==> config.mk <==
export PLATFORM = sky130hd
export DESIGN_NAME = bsg_nonsynth_axil_to_dpi_fifo
export DESIGN_NICKNAME = d
export VERILOG_FILES = /design/src/rtl/bsg_nonsynth_axil_to_dpi_fifo.sv
export SDC_FILE = /design/constraint.sdc
export NUM_CORES = 1
export LEC_CHECK = 0
export BUFFER_PORTS_ARGS = -buffer_cell sky130_fd_sc_hd__buf_2
export CAP_MARGIN = 20
export CORE_ASPECT_RATIO = 1.25
export CORE_MARGIN = 2
export CORE_UTILIZATION = 57
export CTS_BUF_LIST = sky130_fd_sc_hd__clkbuf_16
export DETAILED_ROUTE_END_ITERATION = 16
export PLACE_DENSITY = 0.87
export SLEW_MARGIN = 10
export SYNTH_ARGS = -nofsm -noshare
export SYNTH_HDL_FRONTEND = slang
export SYNTH_HIERARCHICAL = 1
export SYNTH_SLANG_ARGS = --single-unit
==> constraint.sdc <==
create_clock -name clk_i -period 3.5 [get_ports clk_i]
set_clock_uncertainty 0.2 [all_clocks]
set_input_delay 0.35 -clock clk_i [delete_from_list [all_inputs] [get_ports clk_i]]
set_output_delay 0.35 -clock clk_i [all_outputs]
set_load 0.05 [all_outputs]
==> src/rtl/bsg_nonsynth_axil_to_dpi_fifo.sv <==
// AXI4-Lite subordinate that buffers AW/W/AR requests toward a DPI host
// poller and B/R responses from it, with credit-limited in-flight counts.
// Ports: AXI-L subordinate channels (aw*, w*, b*, ar*, r*); host request
// heads wr_v_o/wr_addr_o/wr_data_o/wr_strb_o/wr_yumi_i and
// rd_v_o/rd_addr_o/rd_yumi_i; host response pushes b_v_i/b_resp_i/b_ready_o
// and r_v_i/r_data_i/r_resp_i/r_ready_o; wr/rd_outstanding_o; sticky err_o.

module bsg_nonsynth_axil_to_dpi_fifo_q
  #(parameter int width_p = 8
  , parameter int els_p = 4)
  (input  logic clk_i
  , input  logic reset_i
  , input  logic v_i
  , input  logic [width_p-1:0] data_i
  , output logic full_o
  , output logic empty_o
  , output logic [width_p-1:0] data_o
  , input  logic yumi_i
  , output logic [$clog2(els_p+1)-1:0] count_o);

  localparam int cnt_w_lp = $clog2(els_p+1);
  localparam int ptr_w_lp = (els_p > 1) ? $clog2(els_p) : 1;
  localparam logic [ptr_w_lp-1:0] last_lp = ptr_w_lp'(els_p-1);
  localparam logic [cnt_w_lp-1:0] full_lp = cnt_w_lp'(els_p);

  logic [width_p-1:0] mem_r [els_p];
  logic [ptr_w_lp-1:0] wptr_r, rptr_r;
  logic [cnt_w_lp-1:0] cnt_r;
  logic enq, deq;

  assign full_o  = (cnt_r == full_lp);
  assign empty_o = (cnt_r == '0);
  assign enq     = v_i & ~full_o;
  assign deq     = yumi_i & ~empty_o;
  assign data_o  = mem_r[rptr_r];
  assign count_o = cnt_r;

  always_ff @(posedge clk_i) begin
    if (reset_i) begin
      wptr_r <= '0;
      rptr_r <= '0;
      cnt_r  <= '0;
    end else begin
      if (enq)
        wptr_r <= (wptr_r == last_lp) ? '0 : wptr_r + ptr_w_lp'(1);
      if (deq)
        rptr_r <= (rptr_r == last_lp) ? '0 : rptr_r + ptr_w_lp'(1);
      cnt_r <= cnt_r + cnt_w_lp'(enq) - cnt_w_lp'(deq);
    end
  end

  always_ff @(posedge clk_i) begin
    if (enq)
      mem_r[wptr_r] <= data_i;
  end

endmodule

module bsg_nonsynth_axil_to_dpi_fifo
  #(parameter int addr_width_p = 32
  , parameter int data_width_p = 32
  , parameter int els_p = 4
  , parameter int max_outstanding_p = 4)
  (input  logic clk_i
  , input  logic reset_i
  , input  logic [addr_width_p-1:0] awaddr_i
  , input  logic [2:0] awprot_i
  , input  logic awvalid_i
  , output logic awready_o
  , input  logic [data_width_p-1:0] wdata_i
  , input  logic [data_width_p/8-1:0] wstrb_i
  , input  logic wvalid_i
  , output logic wready_o
  , output logic [1:0] bresp_o
  , output logic bvalid_o
  , input  logic bready_i
  , input  logic [addr_width_p-1:0] araddr_i
  , input  logic [2:0] arprot_i
  , input  logic arvalid_i
  , output logic arready_o
  , output logic [data_width_p-1:0] rdata_o
  , output logic [1:0] rresp_o
  , output logic rvalid_o
  , input  logic rready_i
  , output logic wr_v_o
  , output logic [addr_width_p-1:0] wr_addr_o
  , output logic [data_width_p-1:0] wr_data_o
  , output logic [data_width_p/8-1:0] wr_strb_o
  , input  logic wr_yumi_i
  , output logic rd_v_o
  , output logic [addr_width_p-1:0] rd_addr_o
  , input  logic rd_yumi_i
  , input  logic b_v_i
  , input  logic [1:0] b_resp_i
  , output logic b_ready_o
  , input  logic r_v_i
  , input  logic [data_width_p-1:0] r_data_i
  , input  logic [1:0] r_resp_i
  , output logic r_ready_o
  , output logic [$clog2(2*els_p+1)-1:0] wr_outstanding_o
  , output logic [$clog2(2*els_p+1)-1:0] rd_outstanding_o
  , output logic err_o);

  localparam int sw_lp = data_width_p/8;
  localparam int oc_w_lp = $clog2(2*els_p+1);
  localparam int fc_w_lp = $clog2(els_p+1);
  localparam int wrq_w_lp = addr_width_p+data_width_p+sw_lp;
  localparam int rq_w_lp = data_width_p+2;
  localparam logic [oc_w_lp-1:0] max_lp = oc_w_lp'(max_outstanding_p);

  if (els_p < 2) begin : g_els_chk
    $error("els_p must be at least 2");
  end
  if (data_width_p % 8 != 0) begin : g_dw_chk
    $error("data_width_p must be a multiple of 8");
  end
  if (max_outstanding_p < 1 || max_outstanding_p > 2*els_p) begin : g_mo_chk
    $error("max_outstanding_p out of range");
  end

  logic aw_full_r, w_full_r;
  logic [addr_width_p-1:0] aw_addr_r;
  logic [2:0] aw_prot_r, ar_prot_r;
  logic [data_width_p-1:0] w_data_r;
  logic [sw_lp-1:0] w_strb_r;
  logic [oc_w_lp-1:0] wr_out_r, rd_out_r;
  logic err_r;

  logic aw_hs, w_hs, ar_hs, b_hs, r_hs, pair_fire;
  logic wrq_full, wrq_empty, rdq_full, rdq_empty;
  logic bq_full, bq_empty, rq_full, rq_empty;
  logic [wrq_w_lp-1:0] wrq_dout;
  logic [rq_w_lp-1:0] rq_dout;
  logic [fc_w_lp-1:0] wrq_cnt, rdq_cnt, bq_cnt, rq_cnt;
  logic b_push, r_push, b_ok, r_ok, b_enq, r_enq;
  logic wr_deq, rd_deq, err_set;
  logic unused;

  assign unused = ^{aw_prot_r, ar_prot_r, wrq_cnt, rdq_cnt};

  assign pair_fire = aw_full_r & w_full_r & ~wrq_full
                   & (wr_out_r < max_lp);

  // a full holding register can take a new beat as it drains
  assign awready_o = ~reset_i & (~aw_full_r | pair_fire);
  assign wready_o  = ~reset_i & (~w_full_r | pair_fire);
  assign arready_o = ~reset_i & ~rdq_full & (rd_out_r < max_lp);

  assign aw_hs = awvalid_i & awready_o;
  assign w_hs  = wvalid_i & wready_o;
  assign ar_hs = arvalid_i & arready_o;

  always_ff @(posedge clk_i) begin
    if (reset_i) begin
      aw_full_r <= 1'b0;
      w_full_r  <= 1'b0;
    end else begin
      if (aw_hs)
        aw_full_r <= 1'b1;
      else if (pair_fire)
        aw_full_r <= 1'b0;
      if (w_hs)
        w_full_r <= 1'b1;
      else if (pair_fire)
        w_full_r <= 1'b0;
    end
  end

  always_ff @(posedge clk_i) begin
    if (aw_hs) begin
      aw_addr_r <= awaddr_i;
      aw_prot_r <= awprot_i;
    end
    if (w_hs) begin
      w_data_r <= wdata_i;
      w_strb_r <= wstrb_i;
    end
    if (ar_hs)
      ar_prot_r <= arprot_i;
  end

  assign wr_v_o = ~reset_i & ~wrq_empty;
  assign rd_v_o = ~reset_i & ~rdq_empty;
  assign wr_deq = wr_yumi_i & wr_v_o;
  assign rd_deq = rd_yumi_i & rd_v_o;
  assign {wr_addr_o, wr_data_o, wr_strb_o} = wrq_dout;

  bsg_nonsynth_axil_to_dpi_fifo_q
    #(.width_p(wrq_w_lp), .els_p(els_p))
  wrq
    (.clk_i(clk_i)
    ,.reset_i(reset_i)
    ,.v_i(pair_fire)
    ,.data_i({aw_addr_r, w_data_r, w_strb_r})
    ,.full_o(wrq_full)
    ,.empty_o(wrq_empty)
    ,.data_o(wrq_dout)
    ,.yumi_i(wr_deq)
    ,.count_o(wrq_cnt));

  bsg_nonsynth_axil_to_dpi_fifo_q
    #(.width_p(addr_width_p), .els_p(els_p))
  rdq
    (.clk_i(clk_i)
    ,.reset_i(reset_i)
    ,.v_i(ar_hs)
    ,.data_i(araddr_i)
    ,.full_o(rdq_full)
    ,.empty_o(rdq_empty)
    ,.data_o(rd_addr_o)
    ,.yumi_i(rd_deq)
    ,.count_o(rdq_cnt));

  // a response is only owed for a request not already answered
  assign b_ready_o = ~reset_i & ~bq_full;
  assign r_ready_o = ~reset_i & ~rq_full;
  assign b_push = b_v_i & b_ready_o;
  assign r_push = r_v_i & r_ready_o;
  assign b_ok   = wr_out_r > oc_w_lp'(bq_cnt);
  assign r_ok   = rd_out_r > oc_w_lp'(rq_cnt);
  assign b_enq  = b_push & b_ok;
  assign r_enq  = r_push & r_ok;

  assign bvalid_o = ~reset_i & ~bq_empty;
  assign rvalid_o = ~reset_i & ~rq_empty;
  assign b_hs = bvalid_o & bready_i;
  assign r_hs = rvalid_o & rready_i;
  assign {rdata_o, rresp_o} = rq_dout;

  bsg_nonsynth_axil_to_dpi_fifo_q
    #(.width_p(2), .els_p(els_p))
  bq
    (.clk_i(clk_i)
    ,.reset_i(reset_i)
    ,.v_i(b_enq)
    ,.data_i(b_resp_i)
    ,.full_o(bq_full)
    ,.empty_o(bq_empty)
    ,.data_o(bresp_o)
    ,.yumi_i(b_hs)
    ,.count_o(bq_cnt));

  bsg_nonsynth_axil_to_dpi_fifo_q
    #(.width_p(rq_w_lp), .els_p(els_p))
  rq
    (.clk_i(clk_i)
    ,.reset_i(reset_i)
    ,.v_i(r_enq)
    ,.data_i({r_data_i, r_resp_i})
    ,.full_o(rq_full)
    ,.empty_o(rq_empty)
    ,.data_o(rq_dout)
    ,.yumi_i(r_hs)
    ,.count_o(rq_cnt));

  always_ff @(posedge clk_i) begin
    if (reset_i) begin
      wr_out_r <= '0;
    end else if (pair_fire & ~b_hs) begin
      wr_out_r <= wr_out_r + oc_w_lp'(1);
    end else if (~pair_fire & b_hs) begin
      wr_out_r <= wr_out_r - oc_w_lp'(1);
    end
  end

  always_ff @(posedge clk_i) begin
    if (reset_i) begin
      rd_out_r <= '0;
    end else if (ar_hs & ~r_hs) begin
      rd_out_r <= rd_out_r + oc_w_lp'(1);
    end else if (~ar_hs & r_hs) begin
      rd_out_r <= rd_out_r - oc_w_lp'(1);
    end
  end

  assign err_set = (b_push & ~b_ok) | (r_push & ~r_ok)
                 | (wr_yumi_i & ~wr_v_o) | (rd_yumi_i & ~rd_v_o);

  always_ff @(posedge clk_i) begin
    if (reset_i)
      err_r <= 1'b0;
    else if (err_set)
      err_r <= 1'b1;
  end

  assign wr_outstanding_o = wr_out_r;
  assign rd_outstanding_o = rd_out_r;
  assign err_o = err_r;

endmodule

# == Word-level counts from Yosys, hierarchy flattened ==
# Memory sizes are Yosys's and may differ from the RTL's. A register that Yosys moved wholly into a read port is not among the register bits.
# Index checks and enable logic that the tools add are counted.
# totals
mem_bits_ro,0
latchBits,0
word_cells,163
n_memories,4
out_inout_bits,154
mem_bits_rw,544
regBits,107
# memory_table
name,words,width,rd,rd_ports_with_merged_regs,wr,line,rtl
wrq.mem_r,4,68,1,1,1,26,logic [width_p-1:0] mem_r [els_p];
rq.mem_r,4,34,1,1,1,26,
rdq.mem_r,4,32,1,1,1,26,
bq.mem_r,4,2,1,1,1,26,
# classes
multipliers,0
shift,0
n_bitwise,64
n_reduce_logical,8
n_lt_le_gt_ge,4
addsub,20
eq_ne,12
n_div,0
n_mux,31
# ops
operator,n
$and 1x1->1,40
$mux 2,16
$not 1->1,19
$add 2x1->2 const B,8
$eq 2x2->1 const B,8
$mux 4,4
$add 3x1->3,4
$eq 3x3->1 const B,4
$logic_not 3->1,4
$sub 3x1->3,4
$mux 1,11
$add 4x1->4 const B,2
$gt 4x3->1,2
$lt 4x3->1 const B,2
$reduce_bool 2->1,4
$sub 4x1->4 const B,2
$or 1x1->1,5

# == Depth between registers and ports, before layout ==
# Gate-level depths: netlist of run 1.
# logic_depth
ltp_word,9
mapped_depth,16
depth_no_buf,15

# == Cells and area by module ==
# Netlist of run 1, hierarchy kept.
# modules_own_cells
mod,cells_each,seq_area_each_um2,area_per_inst_um2,instances
bsg_nonsynth_axil_to_dpi_fifo_q (wrq),406,8348.0,10284.9,1
bsg_nonsynth_axil_to_dpi_fifo_q (rq),228,4264.1,5383.9,1
bsg_nonsynth_axil_to_dpi_fifo_q (rdq),217,4023.9,5093.6,1
bsg_nonsynth_axil_to_dpi_fifo,183,2262.2,2949.1,1
bsg_nonsynth_axil_to_dpi_fifo_q (bq),61,420.4,773.2,1

# == Worst setup path after synthesis of run 1 ==
# OpenSTA, ideal clock, no wires.
# synth_path
path_type,register -> register
start,"register rdq.cnt_r[1], in the netlist rdq/count_o[1]"
end,"register rdq.cnt_r[2], in the netlist rdq/count_o[2]"
arrival_ns,3.968
setup_time_ns,0.115
period_less_slack_ns,4.283
stages_incl_launch_ff,15
path_slack_ns,-0.783
t_required_ns,3.185
cell_sequence,dfxtp_1 or3b_1 buf_6 inv_1 nor4_1 and2_1 and2_4 inv_1 ha_1 inv_1 ha_1 fa_1 xnor2_1 xnor2_1 nor2_1
# synth_between
elab_chain_cells,8
word_cells_on_any_way,13
classes_between,add/sub (2); eq/ne (1); bitwise (9); reduce/logical (1)
# synth_rtl
item,line,rtl
"start, declared",28,logic [cnt_w_lp-1:0] cnt_r;
"start signal, assigned",48,cnt_r <= cnt_r + cnt_w_lp'(enq) - cnt_w_lp'(deq);
$eq 3x3->1,31,assign full_o = (cnt_r == full_lp);
net rdq_full,130,"logic wrq_full, wrq_empty, rdq_full, rdq_empty;"
$not 1->1,147,assign arready_o = ~reset_i & ~rdq_full & (rd_out_r < max_lp);
$and 1x1->1 (2 in series),147,
net arready_o,80,", output logic arready_o"
$and 1x1->1,151,assign ar_hs = arvalid_i & arready_o;
net ar_hs,129,"logic aw_hs, w_hs, ar_hs, b_hs, r_hs, pair_fire;"
$and 1x1->1,33,assign enq = v_i & ~full_o;
$add 3x1->3,48,
$sub 3x1->3,48,
# The timed path passes the listed nets, and every way through them passes these cells.
# A chain may end at the register's enable or synchronous reset.

# == Worst setup path after layout of run 1 ==
# layout_path
start,"register rdq.cnt_r[2], in the netlist rdq/count_o[2]"
end,"register rd_out_r[3], in the netlist rd_outstanding_o[3]"
# layout_between
elab_chain_cells,8
word_cells_on_any_way,10
classes_between,eq/ne (1); mux (1); bitwise (7); reduce/logical (1)
# layout_rtl
item,line,rtl
$eq 3x3->1 *,31,
net rdq_full,130,
$not 1->1 *,147,
$and 1x1->1 * (2 in series),147,
$and 1x1->1 *,151,
net ar_hs,129,
$not 1->1,271,end else if (~ar_hs & r_hs) begin
$and 1x1->1,271,
$reduce_bool 2->1 (no source line),-,
"end signal, assigned",270,rd_out_r <= rd_out_r + oc_w_lp'(1);
"end signal, assigned",272,rd_out_r <= rd_out_r - oc_w_lp'(1);
"end, declared",126,"logic [oc_w_lp-1:0] wr_out_r, rd_out_r;"
# The timed path passes the listed nets; every way through them passes the cells marked *.

==> results by stage, run 1 <==
Run status:
- The run finished with clean final reports.

STA:
- Timing would allow up to about 310 MHz.
- The worst-case headroom to the max-slew limit is 0.525.
- Setup repair after global routing left no endpoint under its margin.
- The final total negative setup slack is 0 ps.
- The final number of max-transition violations is 0.
- The setup slack after layout is about 230 ps.
- Subtracting the final worst setup slack from the clock period gives about 3300 ps.
- The count of endpoints failing hold in the final timing report is 0.
- In the finished design, the share of the clock period the worst path needs comes to 0.935.
- The final count of negative-setup-slack endpoints is 0.
- At the pin with the least slew margin, the transition time is about 710 ps.

Yosys:
- The post-synthesis cell type count is between 40 and 50.
- In the post-synthesis netlist, the biggest area contributors are sky130_fd_sc_hd__edfxtp_1 75%, sky130_fd_sc_hd__mux4_2 13%, sky130_fd_sc_hd__dfxtp_1 3.8%, sky130_fd_sc_hd__ha_1 2.0%, sky130_fd_sc_hd__inv_1 0.64%.
- The post-synthesis register bit count is between 600 and 700.
- The post-synthesis sequential area ratio is 0.789.
- The synthesized area per cell is roughly 22 um2.
- Of the post-synthesis cell area, the dominant cell type holds 0.751.
- The synthesis warning total is 6.
- The top cell type by total area after synthesis is sky130_fd_sc_hd__edfxtp_1.
- The net count after synthesis is roughly 1300.
- The total standard cell area after synthesis is about 24000 um2.
- Synthesis handed over a netlist of 1095 instances.

Global routing:
- The initial antenna violation count came to 5.
- For this run, the total global-route usage over all layers was measured as 0.244.
- The via count of the first global-routing pass is between 10000 and 15000.
- The total overflow left after global routing is 0.
- The first-pass GRT wire length is approximately 81000 um.
- Entering global routing, the biggest net connects 47 pins.

Die:
- The floorplan step defined a die boundary enclosing about 45000 um2.
- The region available for standard cell placement spans 42300 um2.
- The die height is around 240 um.
- The x dimension of the die is ~190 um.
- The initial utilization of the core area, before any placement, comes to 0.580.
- The floorplan has 84 rows.
- The count of pins on the block boundary is between 300 and 400.

Setup path:
- The endpoint type of the worst setup path is a flip-flop.
- STA classifies the critical path startpoint as a flip-flop.
- Following the worst setup path forward leads to its endpoint at rd_outstanding_o[3].
- The cell with the largest stage delay on the worst path is sky130_fd_sc_hd__or3b_1.
- The endpoint required time on the critical path is roughly 3800 ps.
- The worst-case register-to-register setup slack is around 230 ps.
- The number of cells traversed by the worst register-to-register path is 11.
- The worst stage delay on the critical path is 500 ps.
- The source of the worst register-to-register timing path is rdq/count_o[2].
- The signal on the critical path passes through or3b_1, inv_1, nor4_4, and2_1, ha_1, inv_1, ha_1, a21oi_1, a211oi_2, a31oi_1, mux2_2.
- The end of the worst register-to-register path is rd_outstanding_o[3].
- For the worst setup path, the data arrival time is about 3600 ps.
- In this run the worst setup path begins at rdq/count_o[2].
- Of all nets on the critical path, the largest fanout is 9.
- The setup path with the least slack is of type reg2reg.

Placed design:
- The routability-driven placement congestion ratio is 0.792.
- The estimated wirelength of the detail-placed design is roughly 32000 um.
- OpenSTA, run right after detailed placement, puts the worst setup slack at about 260 ps.
- Port buffering added 300 buffers.
- Once placement completed, the tool counted placed cells totaling about 2000.

Detailed routing:
- In the routed layout, each cell is associated on average with a via count of about 5.7.
- Summed over all nets, wire length on met2 after detailed routing comes to between 20000 and 30000 um.
- The length of routed met3 wiring is 3720 um.
- The remaining routing DRC violations is 0.
- The number of DRC markers in iteration 0 is 956.
- The wire length reported by the detailed router is 53200 um.
- The highest metal layer carrying signal wires in the routed design is met5.
- The overall via count from detail_route is approximately 13000.
- The wire length per cell after detailed routing is 24.2 um.
- The number of search-and-repair iterations in the first detailed-routing pass is 7.
- Once detail routing completed, the nets flagged for antenna violations numbered 0.
- The met1 wire length is between 15000 and 20000 um.

Final layout:
- Of the cells placed in the final design, the portion with a size suffix greater than 1 is 0.357.
- The core utilization of the finished layout is 0.713.
- Leaving out filler cells and counting taps, the final layout contains between 2000 and 2500.
- The count of nets after finishing is 1793.
- The area growth from synthesis to layout is 23.0%.

Clock network:
- The number of buffers created by CTS is a little under 60.
- The level count of the clock H-tree is 2.
- The clock sink total is between 600 and 700.
- TritonCTS built the clock tree.
- After clock tree synthesis, the clock-pin slew on the worst setup and hold paths is ~70 ps.
- The clock latency of the later-clocked register in the worst-skew pair is about 610 ps.
- The clock root buffer is sky130_fd_sc_hd__clkbuf_16.
- No sink is reached through more buffers than the 3 on the longest clock path.

Power:
- Power spread over the standard cell area amounts to roughly 630 nW/um2.
- For this design the static power due to leakage is around 11 nW.
- The peak supply drop is 773 uV.

Hold path:
- The worst hold path belongs to the class in2reg.

Run:
- The count of maximum capacitance violations is 0.
worst min path at each step:
stage / start / end / slack, ps / cells after the start
after global routing: r_v_i / rq/wptr_r[1] / 70 / 4
after CTS: r_v_i / rq/wptr_r[1] / 20 / 4
after global placement: rdq/rptr_r[0] / flip-flop / 260 / 2
after detailed placement: w_data_r[10] / wrq/mem_r[0][14] / 280 / 0
final: r_v_i / rq/wptr_r[1] / 70 / 4
after floorplan: reset_i / rdq/wptr_r[1] / 220 / 1
timing repair:
| item | in CTS | in global routing |
|---|---|---|
| hold buffers | 141 | 0 |
| endpoints found under the hold margin | 350 | 0 |
| gates resized for setup | 0 | 2 |
| setup endpoints to repair | 0 | 2 |
| buffers inserted | 0 | 0 |
per-stage QoR:
stage | power, mW | hold WS, ps | cell area (um2)
2_1_floorplan | 11.8 | 219 | 24500
3_3_place_gp | 12.5 | 263 | 26800
3_5_place_dp | 12.7 | 283 | 26800
4_1_cts | 18.9 | 20.6 | 30100
5_1_grt | 19.5 | 74.2 | 30100
6_report | 18.8 | 69.8 | 30100
worst max-delay path, delay by kind of cell, from the launching register on:
family                   cells  cell delay [ps]
AO/OA/AOI/OAI                3              530
adder cells (fa/ha/maj)      2              550
buffers and inverters        2              310
flip-flops                   1              380
multiplexers                 1              350
AND/OR/NAND/NOR              3              830
cell type report:
class	instances	area [um2]
Tap cell	559	699
Clock buffer	61	1530
Timing Repair Buffer	478	3290
Multi-Input combinational cell	354	4790
Fill cell	2480	12100
Inverter	42	158
Clock inverter	47	314
Antenna cell	2	5.00
Sequential cell	659	19300
registers in the layout, summed over array words and instances, names as in the netlist, 3 cells and up, named ones only:
signal            flops
wrq/mem_r           272
wr_outstanding_o      4
w_data_r             32
rdq/mem_r           128
rd_outstanding_o      4
rq/mem_r            136
rdq/count_o           3
bq/count_o            3
w_strb_r              4
bq/mem_r              8
rq/count_o            3
aw_addr_r            32
wrq/count_o           3
cell usage in the layout, fill, tap and decap left out, types with 3 or more instances in the layout:
cell type,n
sky130_fd_sc_hd__o21ai_0,3
sky130_fd_sc_hd__a21o_1,4
sky130_fd_sc_hd__and3_2,8
sky130_fd_sc_hd__and3_4,4
sky130_fd_sc_hd__xnor2_1,8
sky130_fd_sc_hd__and2_4,4
sky130_fd_sc_hd__nor2b_1,10
sky130_fd_sc_hd__mux2i_1,6
sky130_fd_sc_hd__dfxtp_1,43
sky130_fd_sc_hd__clkinv_1,15
sky130_fd_sc_hd__and2_1,4
sky130_fd_sc_hd__xor2_1,3
sky130_fd_sc_hd__nor2_1,33
sky130_fd_sc_hd__mux4_2,136
sky130_fd_sc_hd__dlygate4sd3_1,141
sky130_fd_sc_hd__clkinv_2,9
sky130_fd_sc_hd__ha_1,40
sky130_fd_sc_hd__clkbuf_16,61
sky130_fd_sc_hd__or3b_1,4
sky130_fd_sc_hd__and3_1,5
sky130_fd_sc_hd__clkinvlp_4,3
sky130_fd_sc_hd__or3_1,4
sky130_fd_sc_hd__inv_1,54
sky130_fd_sc_hd__o31ai_1,4
sky130_fd_sc_hd__buf_4,29
sky130_fd_sc_hd__buf_2,300
sky130_fd_sc_hd__nor3_1,10
sky130_fd_sc_hd__fa_1,6
sky130_fd_sc_hd__bufinv_16,3
sky130_fd_sc_hd__nand2_1,10
sky130_fd_sc_hd__nand3_1,12
sky130_fd_sc_hd__edfxtp_1,612
sky130_fd_sc_hd__a21oi_1,16
sky130_fd_sc_hd__buf_12,8
sky130_fd_sc_hd__o31ai_2,4
report_power, final:
part / switching (mW) / internal [mW] / total, mW
clock network: 2.77 / 3.38 / 6.14
logic: 2.24 / 1.05 / 3.29
registers: 0.256 / 9.15 / 9.40
total: 5.26 / 13.6 / 18.8
metal layers:
| layer | GRT usage | vias to the layer above |
|---|---|---|
| met5 | 0 | - |
| met4 | 0.0893 | 6 |
| met3 | 0.0487 | 109 |
| met2 | 0.429 | 521 |
| met1 | 0.301 | 6495 |
| li1 | - | 5462 |
cells by family after synthesis:
| logic type | share of synthesized area |
|---|---|
| DFF | 0.789 |
| muxes | 0.128 |
| and+or+nand+nor | 0.0246 |
| buffers and inverters | 0.0170 |
| adders and majority gates | 0.0253 |
| AOI/OAI and AO/OA | 0.0117 |
| xor gates and xnor gates | 0.00394 |
synthesized netlist by cell type:
cell type and n:
sky130_fd_sc_hd__a211oi_2 2, sky130_fd_sc_hd__a21oi_1 16, sky130_fd_sc_hd__and2_1 6, sky130_fd_sc_hd__mux2i_1 6, sky130_fd_sc_hd__clkbuf_1 9, sky130_fd_sc_hd__o31ai_1 4, sky130_fd_sc_hd__mux4_2 136, sky130_fd_sc_hd__buf_6 7
sky130_fd_sc_hd__ha_1 40, sky130_fd_sc_hd__dfxtp_1 47, sky130_fd_sc_hd__buf_2 14, sky130_fd_sc_hd__inv_1 42, sky130_fd_sc_hd__or3b_1 4, sky130_fd_sc_hd__nor2b_1 10, sky130_fd_sc_hd__or3_1 4, sky130_fd_sc_hd__o21ai_0 3
sky130_fd_sc_hd__nand2_1 10, sky130_fd_sc_hd__and3_2 11, sky130_fd_sc_hd__mux2_1 1, sky130_fd_sc_hd__buf_1 3, sky130_fd_sc_hd__edfxtp_1 612, sky130_fd_sc_hd__o221ai_1 1, sky130_fd_sc_hd__a21o_1 4, sky130_fd_sc_hd__o211ai_1 1
sky130_fd_sc_hd__nand3_1 12, sky130_fd_sc_hd__xor2_1 3, sky130_fd_sc_hd__a21boi_0 1, sky130_fd_sc_hd__o31ai_2 4, sky130_fd_sc_hd__buf_12 1, sky130_fd_sc_hd__o211a_1 1, sky130_fd_sc_hd__xnor2_1 8, sky130_fd_sc_hd__nor2_1 34
sky130_fd_sc_hd__and2_4 4, sky130_fd_sc_hd__mux2_2 1, sky130_fd_sc_hd__o2111ai_1 1, sky130_fd_sc_hd__nor3_1 11, sky130_fd_sc_hd__nor4_1 1, sky130_fd_sc_hd__a31oi_1 2, sky130_fd_sc_hd__buf_4 6, sky130_fd_sc_hd__and3_1 6
sky130_fd_sc_hd__fa_1 6
No activity file was read; power rests on OpenSTA's default activity.
==> run 2: changes to the inputs <==
Settings changed: CORE_UTILIZATION 57 to 30, PLACE_DENSITY 0.87 to 0.55.
==> run 2 against run 1 <==
Net effect: count of clock-buffer cells in the layout up 10; critical path depth unchanged; routed wire length up 0.12%; clock power up 18%; sequential share of layout area down 2.1 points; critical endpoint unchanged; largest cell class unchanged; sequential power about the same; total power up 5.7%; via count down 3.8%; combinational power about the same; global-route usage down 12 points; critical path type unchanged.
==> results by stage, run 2 (synthesized netlist as in run 1, its figures left out) <==
Clock network:
- The post-CTS repair timing setup buffer count is 0 (unchanged).
- The level count of the clock H-tree is 3 (+1).
- TritonCTS built the clock tree.
- Clock tree synthesis selected as its root buffer the cell sky130_fd_sc_hd__clkbuf_16.
- The number of buffers between clock root and the deepest sink is 3 (unchanged).
- The count of instances resized after the clock tree is built came to 0 (unchanged).
- The number of buffers created by CTS came to 71 (+20%).
- The count of hold buffers inserted by post-cts repair is 141 (unchanged).
- The clock sink total is 659 (unchanged).
- The clock latency of the later-clocked register in the worst-skew pair is 600 ps (about the same).
- The clock input transition at the sequential cells of the worst setup and hold paths is 60 ps (about the same).

Final layout:
- wrq/mem_r holds more flip-flops than any other register.
- The most frequent standard cell in the layout excluding fill and tap cells is sky130_fd_sc_hd__edfxtp_1.
- The count of nets after finishing is 1800 (+0.39%).
- The number of inserted diodes is 0 (-2).
- The core utilization of the finished layout was 0.384 (-0.329).
- The filler cell count is 7443 (+200%).
- Relative to the synthesized area, the layout overhead comes to 27.2%.
- The largest registers in the layout are wrq/mem_r: 272 flops, rq/mem_r: 136 flops, rdq/mem_r: 128 flops.
- The flip-flop count of the largest register, all copies and words added is 272 (unchanged).
- In the layout the commonest cells are 612 x sky130_fd_sc_hd__edfxtp_1, 300 x sky130_fd_sc_hd__buf_2, 141 x sky130_fd_sc_hd__dlygate4sd3_1.
- The fraction of final layout cells sized beyond drive strength 1 is 0.361 (+0.00363).

STA:
- The count of endpoints failing hold in the final timing report was 0 (unchanged).
- The final count of negative-setup-slack endpoints is 0 (unchanged).
- The final total negative setup slack is 0 ps (unchanged).
- The worst-case headroom to the max-slew limit is 0.497 (-0.0286).
- The maximum operating frequency is 310 MHz (+1.6%).
- The final number of max-transition violations is 0 (unchanged).
- The slew at the pin closest to its max-slew limit came to 755 ps (+42.9 ps).
- Setup repair after global routing left no endpoint under its margin.
- The post-route clock period utilization is 0.920 (-0.0146).
- The shortest period the worst path allows is 3220 ps (-50.9 ps).

Detailed routing:
- The overall via count from detail_route is 12100 (-3.8%).
- The wire length reported by the detailed router is 53300 um (+0.12%).
- The number of search-and-repair iterations in the first detailed-routing pass came to 6 (-1).
- The remaining routing DRC violations is 0 (unchanged).
- The post-detailed-route via-to-cell ratio is 4.44 (-22%).
- The residual antenna-violating net count after detailed routing came to 0 (unchanged).
- The number of DRC markers in iteration 0 is 750 (-22%).
- The wire length per cell after detailed routing was 19.5 um (-19%).

Die:
- The total number of placement rows is 117 (+39%).
- The floorplan die area was 83900 um2 (+88%).
- The count of pins on the block boundary came to 307 (unchanged).
- The die height is 323 um (+37%).
- The x dimension of the die is 260 um (+37%).
- The floorplan core area is 81100 um2 (+92%).
- The effective utilization at floorplan came to 0.302 (-0.278).

Placed design:
- The routability-driven placement congestion ratio is 0.728 (-8.0%).
- The number of buffers added on ports came to 300 (unchanged).
- The estimated wirelength of the detail-placed design came to 31800 um (about the same).

Setup path:
- The most critical setup path has its startpoint at rdq/count_o[1].
- The endpoint required time on the critical path is 3780 ps (-20 ps).
- The critical-path maximum fanout came to 9 (unchanged).
- The worst setup path is of the reg2reg kind.
- The source of the worst register-to-register timing path is rdq/count_o[1].
- The arrival time of data at the critical path endpoint is 3500 ps (-70 ps).
- The endpoint type of the worst setup path is a flip-flop.
- The sort of element at the start of the critical path is a flip-flop.

Power:
- The leakage power was 10.7 nW (+1.7%).
- The peak supply drop is 409 uV (-47%).
- The power density normalized to cell area is 640 nW/um2 (+2.2%).
- The overall power is 19.9 mW (+5.7%).

Global routing:
- The combined global-route utilization of all metal layers is 0.127 (-0.117).
- The initial antenna violation count is 4 (-1).
- The largest net degree at the start of global routing came to 69 (+47%).
- The via count of the first global-routing pass is 13300 (-2.1%).
- The first-pass GRT wire length is 80000 um (-1.5%).
- The total grt overflow is 0 (unchanged).

Hold path:
- The type of the tightest min-delay check is in2reg.
- The hold path startpoint is r_v_i.

Run status:
- The run finished with clean final reports.

Run:
- The count of maximum capacitance violations is 0 (unchanged).
## run 2: power breakdown
part | leakage (nW) | total [mW] | internal, mW | switching [mW]
clock network | 1.15 | 7.27 | 4.24 | 3.03
logic | 3.65 | 3.28 | 1.04 | 2.23
registers | 5.93 | 9.37 | 9.15 | 0.216
total | 10.7 | 19.9 | 14.4 | 5.48
## run 2: area by class of cell
cell class | count | area (um2) | area share
repair buffers | 473 | 3240 | 0.104
inverters | 42 | 158 | 0.00506
clock inverters | 56 | 504 | 0.0162
well taps | 1071 | 1340 | 0.0430
clock buffers | 71 | 1780 | 0.0571
flip-flops and latches | 659 | 19300 | 0.621
multi-input cells | 354 | 4790 | 0.154
## run 2: worst max-delay path, stage by stage, from the launching register on
cell and delay, ps:
sky130_fd_sc_hd__dfxtp_1 400, sky130_fd_sc_hd__or3b_1 300, sky130_fd_sc_hd__inv_1 120, sky130_fd_sc_hd__nor4_4 230, sky130_fd_sc_hd__and2_1 360, sky130_fd_sc_hd__ha_1 230, sky130_fd_sc_hd__inv_1 100, sky130_fd_sc_hd__ha_1 330
sky130_fd_sc_hd__a21oi_1 220, sky130_fd_sc_hd__a211oi_2 100, sky130_fd_sc_hd__a31oi_1 170, sky130_fd_sc_hd__mux2_2 350
## run 2: layer usage
metal / vias up / GRT usage / part of all wire
met3: 90 / 0.0356 / 0.062
met1: 6265 / 0.151 / 0.40
met5: - / 0 / 0.00098
li1: 5482 / - / -
met2: 267 / 0.222 / 0.51
met4: 8 / 0.0439 / 0.023
## run 2: path summary, 6_finish.rpt
check        slack [ps]  cells after the start                   to
max                 280                     11  rd_outstanding_o[3]
min                  60                      4         rq/wptr_r[1]
max reg2reg         280                     11  rd_outstanding_o[3]
min reg2reg         290                      0     wrq/mem_r[3][36]
## run 2: through the flow
step,hold slack (ps),worst slack [ps],instance area (um2),instances
after CTS,3.60,282,31100,2726
after global placement,266,394,27400,2458
after detailed placement,282,295,27400,2458
after floorplan,219,96.7,24500,1095
after global routing,47.1,14.0,31100,2726
final,57.7,278,31100,2726
==> run 3: changes to the inputs <==
Settings changed: CELL_PAD_IN_SITES_DETAIL_PLACEMENT set to 1, CELL_PAD_IN_SITES_GLOBAL_PLACEMENT set to 2, PLACE_DENSITY 0.55 to 0.65.
==> run 3 against run 2 <==
Net effect: first-iteration DRC count shrank 2.5%; global-route usage up 0.76 points; critical path type unchanged; non-clock buffer count decreased by 5; routed wire length up 4.5%.
==> results by stage, run 3 (synthesized netlist as in run 1, its figures left out) <==
Hold path:
- The path class of the tightest hold or removal check is in2reg.

Power:
- The switching share of power is 0.283 (+0.00773).
- The internal portion of total power is 14.1 mW (-2.3%).
- The peak supply drop is 424 uV (+3.6%).
- The overall power came to 19.7 mW (-1.2%).
- The clock network fraction of total power is 0.357 (-0.008).
- The share of power burned in registers is 0.477 (+0.007).
- The leakage power is 10.7 nW (-0.49%).
- The net load switching power is 5.56 mW (+1.6%).
- The combinational group share of total power is 0.166 (+0.002).
- The power density normalized to cell area was 634 nW/um2 (-0.79%).

Setup path:
- The endpoint required time on the critical path is 3790 ps (about the same).
- The worst setup path is launched from a flip-flop.
- The endpoint type of the worst setup path is a flip-flop.
- The arrival time of data at the critical path endpoint came to 3500 ps (about the same).
- The critical path start-end classification is reg2reg.
- Traced cell by cell, the critical path runs through or3b_1, inv_1, nor4_4, and2_1, ha_1, inv_1, ha_1, a21oi_1, a211oi_2, a31oi_1, mux2_2.
- The critical-path maximum fanout is 9 (unchanged).
- The slowest stage of the critical path is the sky130_fd_sc_hd__or3b_1 cell.
- The worst stage delay on the critical path is 500 ps (+100 ps).

Run:
- The count of maximum capacitance violations is 0 (unchanged).

Detailed routing:
- The wire length reported by the detailed router is 55700 um (+4.5%).
- The residual antenna-violating net count after detailed routing came to 0 (unchanged).
- The remaining routing DRC violations is 0 (unchanged).
- The post-detailed-route via-to-cell ratio is 4.50 (+1.2%).
- The overall via count from detail_route is 12300 (+1.1%).
- The number of search-and-repair iterations in the first detailed-routing pass is 4 (-2).
- The number of DRC markers in iteration 0 came to 731 (-2.5%).
- The wire length per cell after detailed routing is 20.4 um (+4.6%).

STA:
- The maximum operating frequency came to 311 MHz (+0.35%).
- The shortest period the worst path allows is 3210 ps (-11.1 ps).
- The slew at the pin closest to its max-slew limit is 677 ps (-78.2 ps).
- The worst-case headroom to the max-slew limit is 0.545 (+0.0483).
- The final total negative setup slack is 0 ps (unchanged).
- The post-route clock period utilization came to 0.917 (-0.00318).
- The final count of negative-setup-slack endpoints came to 0 (unchanged).
- The count of endpoints failing hold in the final timing report came to 0 (unchanged).
- Setup repair after global routing left no endpoint under its margin.
- The final number of max-transition violations is 0 (unchanged).
- The setup slack after layout was 290 ps (+11.1 ps).

Final layout:
- The count of nets after finishing was 1796 (-0.22%).
- The flip-flop count of the largest register, all copies and words added is 272 (unchanged).
- The most frequent standard cell in the layout excluding fill and tap cells is sky130_fd_sc_hd__edfxtp_1.
- The post-route standard cell area excluding fillers was 31000 um2 (-0.43%).
- Compared with the post-synthesis result, the final layout area differs by 26.6%.
- The final standard cell count with taps included and fillers excluded is 2725 (-0.037%).
- In the layout the commonest cells are 612 x sky130_fd_sc_hd__edfxtp_1, 300 x sky130_fd_sc_hd__buf_2, 141 x sky130_fd_sc_hd__dlygate4sd3_1.
- In the final layout, the registers with the most flip-flops are wrq/mem_r: 272 flops, rq/mem_r: 136 flops, rdq/mem_r: 128 flops.
- The fraction of final layout cells sized beyond drive strength 1 was 0.358 (-0.00319).
- The register with the highest flop count is wrq/mem_r.

Clock network:
- The clock latency of the later-clocked register in the worst-skew pair came to 610 ps (about the same).
- The clock sink total is 659 (unchanged).
- The count of instances resized after the clock tree is built is 0 (unchanged).
- The clock input transition at the sequential cells of the worst setup and hold paths is 60 ps (about the same).
- The clock root buffer is sky130_fd_sc_hd__clkbuf_16.
- The clock tree from TritonCTS is built.
- The number of buffers between clock root and the deepest sink was 3 (unchanged).
- The level count of the clock H-tree was 3 (unchanged).
- The number of buffers created by CTS is 72 (+1.4%).

Placed design:
- The post-place setup slack was 319 ps (+24.0 ps).
- The routability-driven placement congestion ratio is 0.678 (-6.9%).
- The number of placed instances, taps included came to 2453 (-0.20%).
- The total cell area at the placement stage is 27400 um2 (about the same).
- The estimated wirelength of the detail-placed design is 32900 um (+3.6%).
- The number of buffers added on ports came to 300 (unchanged).

Global routing:
- The initial antenna violation count is 5 (+1).
- The largest net degree at the start of global routing is 69 (unchanged).
- The via count of the first global-routing pass is 13800 (+3.9%).
- The combined global-route utilization of all metal layers came to 0.135 (+0.00757).
- The first-pass GRT wire length is 84700 um (+6.0%).
- The total grt overflow is 0 (unchanged).

Die:
- The total number of placement rows is 117 (unchanged).
- The effective utilization at floorplan is 0.302 (unchanged).
- The count of pins on the block boundary is 307 (unchanged).
- The floorplan die area came to 83900 um2 (unchanged).
- The floorplan core area is 81100 um2 (unchanged).
- The die height is 323 um (unchanged).
- The x dimension of the die came to 260 um (unchanged).

Run status:
- The flow ran to the end, and the final reports show no timing, DRC or antenna violations.
[run 3: repair_timing]
| action | 4_1_cts | 5_1_grt |
|---|---|---|
| hold buffers | 141 | 0 |
| hold endpoints to repair | 345 | 0 |
| setup buffers | 0 | 0 |
[run 3: cell type report]
| class | instances | area, um2 |
|---|---|---|
| Antenna cell | 1 | 2.50 |
| Clock buffer | 72 | 1800 |
| Clock inverter | 58 | 368 |
| Fill cell | 8009 | 50100 |
| Inverter | 42 | 158 |
| Multi-Input combinational cell | 354 | 4790 |
| Sequential cell | 659 | 19300 |
| Tap cell | 1071 | 1340 |
| Timing Repair Buffer | 468 | 3220 |
[run 3: layer usage]
layer  routed length, um  vias up  track usage  part of all wire
met3                3250       90       0.0379             0.058
met4                1260        8       0.0437             0.023
met1               22700     6436        0.165              0.41
li1                    -     5461            -                 -
met2               28400      256        0.230              0.51
met5                  53        -            0           0.00095
[run 3: final timing paths]
path / from / endpoint / slack, ps / cells after the start
max: rdq/count_o[2] / rd_outstanding_o[3] / 290 / 11
min: r_v_i / rq/wptr_r[0] / 60 / 4
max reg2reg: rdq/count_o[2] / rd_outstanding_o[3] / 290 / 11
min reg2reg: w_data_r[28] / wrq/mem_r[1][32] / 280 / 0
[run 3: per-stage QoR]
stage	util	hold WS [ps]
after floorplan	-	219
after global placement	0.338	266
after detailed placement	0.338	281
after CTS	0.382	5.24
after global routing	0.382	63.0
final	0.382	59.0
[run 3: worst max-delay path: cells and delay by family (launching register included)]
family	cells	cell delay [ps]
muxes	1	350
AOI/OAI and AO/OA	3	510
adders and majority gates	2	540
buffers and inverters	2	300
and+or+nand+nor	3	820
DFF	1	390
[run 3: power by group through the flow]
stage	logic [mW]	registers, mW	clock network [mW]
final	3.27	9.39	7.02
after global routing	3.52	9.44	7.58
after CTS	3.34	9.39	7.30
after detailed placement	3.18	9.56	0
after global placement	3.14	9.52	0
after floorplan	2.20	9.61	0
